File: config.mk
export PLATFORM = sky130hd
export DESIGN_NAME = router_pkt_fifo
export DESIGN_NICKNAME = d
export VERILOG_FILES = /design/src/rtl/router_pkt_fifo.sv
export SDC_FILE = /design/constraint.sdc
export NUM_CORES = 1
export LEC_CHECK = 0
export ABC_AREA = 1
export CORE_ASPECT_RATIO = 0.5
export CORE_UTILIZATION = 40
export CTS_CLUSTER_SIZE = 24
export DETAILED_ROUTE_END_ITERATION = 6
export PLACE_DENSITY = 0.63
export SYNTH_ARGS = -nofsm -noshare
export SYNTH_HDL_FRONTEND = slang
export SYNTH_SLANG_ARGS = --single-unit
File: constraint.sdc
create_clock -name clk -period 4.1 [get_ports clk]
set_input_delay 0.82 -clock clk [delete_from_list [all_inputs] [get_ports clk]]
set_output_delay 0.82 -clock clk [all_outputs]
set_load 0.03 [all_outputs]
File: src/rtl/router_pkt_fifo.sv
// Packet-aware synchronous FIFO for one router output channel.
// Tracks packet boundaries on the read side and flags end-of-packet and truncated packets.
module router_pkt_fifo #(
  parameter int DATA_W    = 8,
  parameter int DEPTH     = 16,
  parameter int ADDR_W    = 4,
  parameter int LEN_MSB   = 7,
  parameter int LEN_LSB   = 2,
  parameter int AF_MARGIN = 2
) (
  input  logic              clk,
  input  logic              resetn,
  input  logic              soft_reset,
  input  logic              write_enb,
  input  logic              lfd_state,
  input  logic [DATA_W-1:0] data_in,
  input  logic              read_enb,
  output logic [DATA_W-1:0] data_out,
  output logic              data_valid,
  output logic              pkt_end,
  output logic              pkt_err,
  output logic              full,
  output logic              empty,
  output logic              almost_full,
  output logic [ADDR_W:0]   count
);

  localparam int LEN_W  = LEN_MSB - LEN_LSB + 1;
  localparam int PCNT_W = (LEN_W + 1 < 7) ? 7 : LEN_W + 1;

  localparam logic [ADDR_W:0]   PTR_ONE  = (ADDR_W+1)'(1);
  localparam logic [ADDR_W:0]   AF_LEVEL = (ADDR_W+1)'(DEPTH - AF_MARGIN);
  localparam logic [PCNT_W-1:0] PCNT_ONE = PCNT_W'(1);

  typedef struct packed {
    logic              hdr;
    logic [DATA_W-1:0] data;
  } entry_t;

  entry_t mem [DEPTH];

  logic [ADDR_W:0]    wr_ptr_q, wr_ptr_d;
  logic [ADDR_W:0]    rd_ptr_q, rd_ptr_d;
  logic [ADDR_W:0]    count_q, count_d;
  logic [PCNT_W-1:0]  pcnt_q, pcnt_d;
  logic [DATA_W-1:0]  data_out_q, data_out_d;
  logic               data_valid_q, data_valid_d;
  logic               pkt_end_q, pkt_end_d;
  logic               pkt_err_q, pkt_err_d;

  logic               flush;
  logic               wr_acc;
  logic               rd_acc;
  entry_t             rd_entry;
  logic [LEN_W-1:0]   rd_len;

  assign flush = ~resetn | soft_reset;

  assign full  = (wr_ptr_q[ADDR_W] != rd_ptr_q[ADDR_W]) &&
                 (wr_ptr_q[ADDR_W-1:0] == rd_ptr_q[ADDR_W-1:0]);
  assign empty = (wr_ptr_q == rd_ptr_q);
  assign almost_full = (count_q >= AF_LEVEL);
  assign count       = count_q;

  assign wr_acc   = write_enb & ~full & ~flush;
  assign rd_acc   = read_enb & ~empty;
  assign rd_entry = mem[rd_ptr_q[ADDR_W-1:0]];
  assign rd_len   = rd_entry.data[LEN_MSB:LEN_LSB];

  // NOTE: storage has no reset; only the pointers define what is valid,
  // which keeps the array a plain RAM.
  always_ff @(posedge clk) begin
    if (wr_acc) begin
      mem[wr_ptr_q[ADDR_W-1:0]] <= '{hdr: lfd_state, data: data_in};
    end
  end

  always_comb begin
    // NOTE: every output of this block gets a default first, so no path
    // leaves a variable unassigned and no latch is inferred.
    wr_ptr_d     = wr_ptr_q;
    rd_ptr_d     = rd_ptr_q;
    count_d      = count_q;
    pcnt_d       = pcnt_q;
    data_out_d   = data_out_q;
    data_valid_d = 1'b0;
    pkt_end_d    = 1'b0;
    pkt_err_d    = 1'b0;

    if (wr_acc) wr_ptr_d = wr_ptr_q + PTR_ONE;

    case ({wr_acc, rd_acc})
      2'b10:   count_d = count_q + PTR_ONE;
      2'b01:   count_d = count_q - PTR_ONE;
      default: count_d = count_q;
    endcase

    if (rd_acc) begin
      rd_ptr_d     = rd_ptr_q + PTR_ONE;
      data_out_d   = rd_entry.data;
      data_valid_d = 1'b1;
      if (rd_entry.hdr) begin
        // Header reload; a non-zero remainder means the previous packet was cut short.
        pcnt_d    = PCNT_W'(rd_len) + PCNT_ONE;
        pkt_err_d = (pcnt_q != '0);
      end else if (pcnt_q != '0) begin
        pcnt_d    = pcnt_q - PCNT_ONE;
        pkt_end_d = (pcnt_q == PCNT_ONE);
      end else begin
        pkt_err_d = 1'b1;
      end
    end
  end

  // NOTE: sequential state is updated with non-blocking assignments only,
  // so every register samples the pre-edge values of the others.
  always_ff @(posedge clk) begin
    if (flush) begin
      wr_ptr_q     <= '0;
      rd_ptr_q     <= '0;
      count_q      <= '0;
      pcnt_q       <= '0;
      data_out_q   <= '0;
      data_valid_q <= 1'b0;
      pkt_end_q    <= 1'b0;
      pkt_err_q    <= 1'b0;
    end else begin
      wr_ptr_q     <= wr_ptr_d;
      rd_ptr_q     <= rd_ptr_d;
      count_q      <= count_d;
      pcnt_q       <= pcnt_d;
      data_out_q   <= data_out_d;
      data_valid_q <= data_valid_d;
      pkt_end_q    <= pkt_end_d;
      pkt_err_q    <= pkt_err_d;
    end
  end

  assign data_out   = data_out_q;
  assign data_valid = data_valid_q;
  assign pkt_end    = pkt_end_q;
  assign pkt_err    = pkt_err_q;

endmodule

==> results.json <==
{
  "synth_area_mm2": 0.007782,
  "cp_data_arrival_time_ns": 3.53,
  "port_buffers": 32,
  "gp_congestion": 0.8288,
  "initial_core_util_pct": 41.52,
  "post_cts_buffers": 0,
  "cts-buffers-inserted": 17,
  "synth_area_leaders": "edfxtp_1, dfxtp_1, nand2_1",
  "finalSetupViolations": 0,
  "grt_first_pass_wirelength_um": 27430,
  "areaGrowthSynthToFinish_pct": 16.06,
  "grt_remaining_overflow": 0,
  "vias": 5348,
  "root_buffer": "clkbuf_16",
  "htree_num_levels": 4,
  "status": "complete, no violations",
  "power_frac_comb_pct": 6.2,
  "place_inst": 1025,
  "worst_pin_slew_ns": 0.8225,
  "slew-limit-headroom_pct": 44.96,
  "setup-tns-final_ns": 0,
  "synth_common_cells": "nand2_1, edfxtp_1, nor2_1, nand3_1, inv_1",
  "die_x_um": 199.3,
  "netlist.top_cell.by_area": "edfxtp_1",
  "p_per_area_mw_per_mm2": 434.8,
  "syn_inst": 744,
  "ant_nets": 0,
  "syn_area_per_cell_um2": 10.46,
  "die-area_mm2": 0.02005,
  "clk_pin_slew_ns": 0.08,
  "ys_warn_count": 0,
  "grt_pass1_vias": 5078,
  "clk_latency_ns": 0.43,
  "core-area_mm2": 0.01874,
  "yosysTopAreaCellShare_pct": 55.56,
  "routedWlPerCell_um": 16.18,
  "setup.worst_path.start_class": "primary input",
  "synth_edf_count": 144,
  "yosysSeqAreaShare_pct": 65.08,
  "cts_resized": 0,
  "rsz0062_at_grt": "false",
  "yosysUniqueCellTypes": 35,
  "period_share_pct": 78.37,
  "antenna_found_initial": 0,
  "hpwl_um": 10700,
  "syn-num-nets": 771,
  "final_nets": 812,
  "maxSlewViolCount": 0,
  "firstDrtPassIters": 5,
  "fmax_ghz": 0.3112,
  "p_seq_share_pct": 50.9,
  "cts_buffer_depth": 2,
  "cts_tree": "done",
  "n_antenna_cell": 0,
  "yosysMostFrequentCell": "nand2_1",
  "fin_cells": 1057,
  "peakVddDrop_v": 0.0002747,
  "routed_wl_um": 17110,
  "drive_gt1_share_pct": 9.273,
  "ctsHoldBuffers": 0,
  "post_drt_via_cell_ratio": 5.060,
  "crit_fanout": 6,
  "ys.flop_type": "edfxtp_1",
  "drcViolationCount": 0,
  "fp.dieH_um": 100.6,
  "pin_count": 33,
  "critical_path_class": "primary input to register",
  "num_rows": 35,
  "p_int_mw": 2.959,
  "netSwitchingFraction_pct": 24.65,
  "grt_use_total_pct": 18.28,
  "maxCapViolCount": 0,
  "grt_max_degree": 41,
  "hold_class": "register to register",
  "first_iter_violations": 409,
  "p_switching_uw": 968.1,
  "cts_sinks": 181,
  "p_leak_nw": 3.422,
  "endpoint_kind": "register",
  "synth_seq_cells": 181,
  "finClkSkew_ns": 0.01421,
  "cp.required_ns": 4.42,
  "async_flop_share_pct": 0,
  "period_needed_ns": 3.213,
  "hold_viol": 0,
  "clkPwrFrac_pct": 42.8
}
==> layer usage <==
metal	track usage (%)	wire, µm
met2	29.05	7787
met3	3.747	1022
met4	5.148	257
met1	25.44	8039
met5	0	0
==> path summary, 6_finish.rpt <==
check	from	endpoint	slack (ns)	cells after the start
hold / removal	rd_ptr_q[4]	rd_ptr_q[4]	0.48	2
hold reg to reg	rd_ptr_q[4]	rd_ptr_q[4]	0.48	2
setup reg to reg	wr_ptr_q[2]	count[4]	1.17	18
setup / recovery	resetn	count[4]	0.89	18
==> cells in the final DEF, fill, tap and decap left out, drive strengths merged, types with 6 or more instances in the layout <==
cell and instances:
xor2 6, clkbuf 17, o221ai 7, a21oi 18
o21ai 63, nor2 91, buf 23, clkdlybuf4s50 32
clkinv 8, dfxtp 37, a31oi 7, xnor2 7
ha 13, nand2 149, o211ai 10, nand3 67
edfxtp 144, inv 79
==> cells by family after synthesis <==
family / after synthesis / synth area share (%)
flip-flops: 181 / 65.08
buffers and inverters: 106 / 5.949
AND/OR/NAND/NOR: 316 / 16.99
XOR/XNOR: 13 / 1.463
AO/OA/AOI/OAI: 115 / 8.425
adder cells (fa/ha/maj): 13 / 2.090
==> worst max-delay path, cell delays in order <==
cell and delay, ns:
clkdlybuf4s50_1 0.45, inv_1 0.03, nor2_1 0.14, clkinv_1 0.17
nor2_2 0.26, inv_2 0.09, ha_1 0.28, xor2_1 0.18
ha_1 0.19, a21o_1 0.18, nand2_1 0.07, nand2_1 0.05
a21oi_1 0.12, inv_1 0.06, o21ai_0 0.14, a21oi_1 0.07
o21ai_0 0.16, a21oi_1 0.05
==> per-stage QoR <==
step           power, mW  area, µm²  hold WS [ns]  setup WS [ns]  utilization [%]
4_1_cts            3.954       9032        0.4860         0.8892            48.19
3_5_place_dp       2.286       8412        0.4655         0.4600            44.88
5_1_grt            4.063       9032        0.5025         0.5341            48.19
2_1_floorplan      2.194       7782        0.4514         0.9686                -
3_3_place_gp       2.282       8412        0.4624         0.4986            44.88
6_report           3.927       9032        0.4835         0.8870            48.19
==> layout make-up <==
type	count	area, µm²
clock inverters	15	195.2
fillers	1713	9711
clock buffers	17	425.4
inverters	73	274.0
flip-flops and latches	181	5066
well taps	259	324.1
repair buffers	55	493.0
multi-input cells	457	2255
==> sequential cells by signal, indices dropped and copies added (netlist names), named ones only <==
| register | count |
|---|---|
| wr_ptr_q | 5 |
| data_valid | 1 |
| pkt_err | 1 |
| pkt_end | 1 |
| count | 5 |
| pcnt_q | 7 |
| mem | 144 |
| rd_ptr_q | 5 |
| data_out | 8 |
==> power by group through the flow <==
stage / Combinational [mW] / Sequential, mW / Clock [mW]
after floorplan: 0.142 / 2.05 / 0
after global placement: 0.240 / 2.04 / 0
after detailed placement: 0.243 / 2.04 / 0
after CTS: 0.246 / 2.00 / 1.71
after global routing: 0.274 / 2.00 / 1.79
final: 0.245 / 2.00 / 1.68
(Power assumes the default switching activity.)
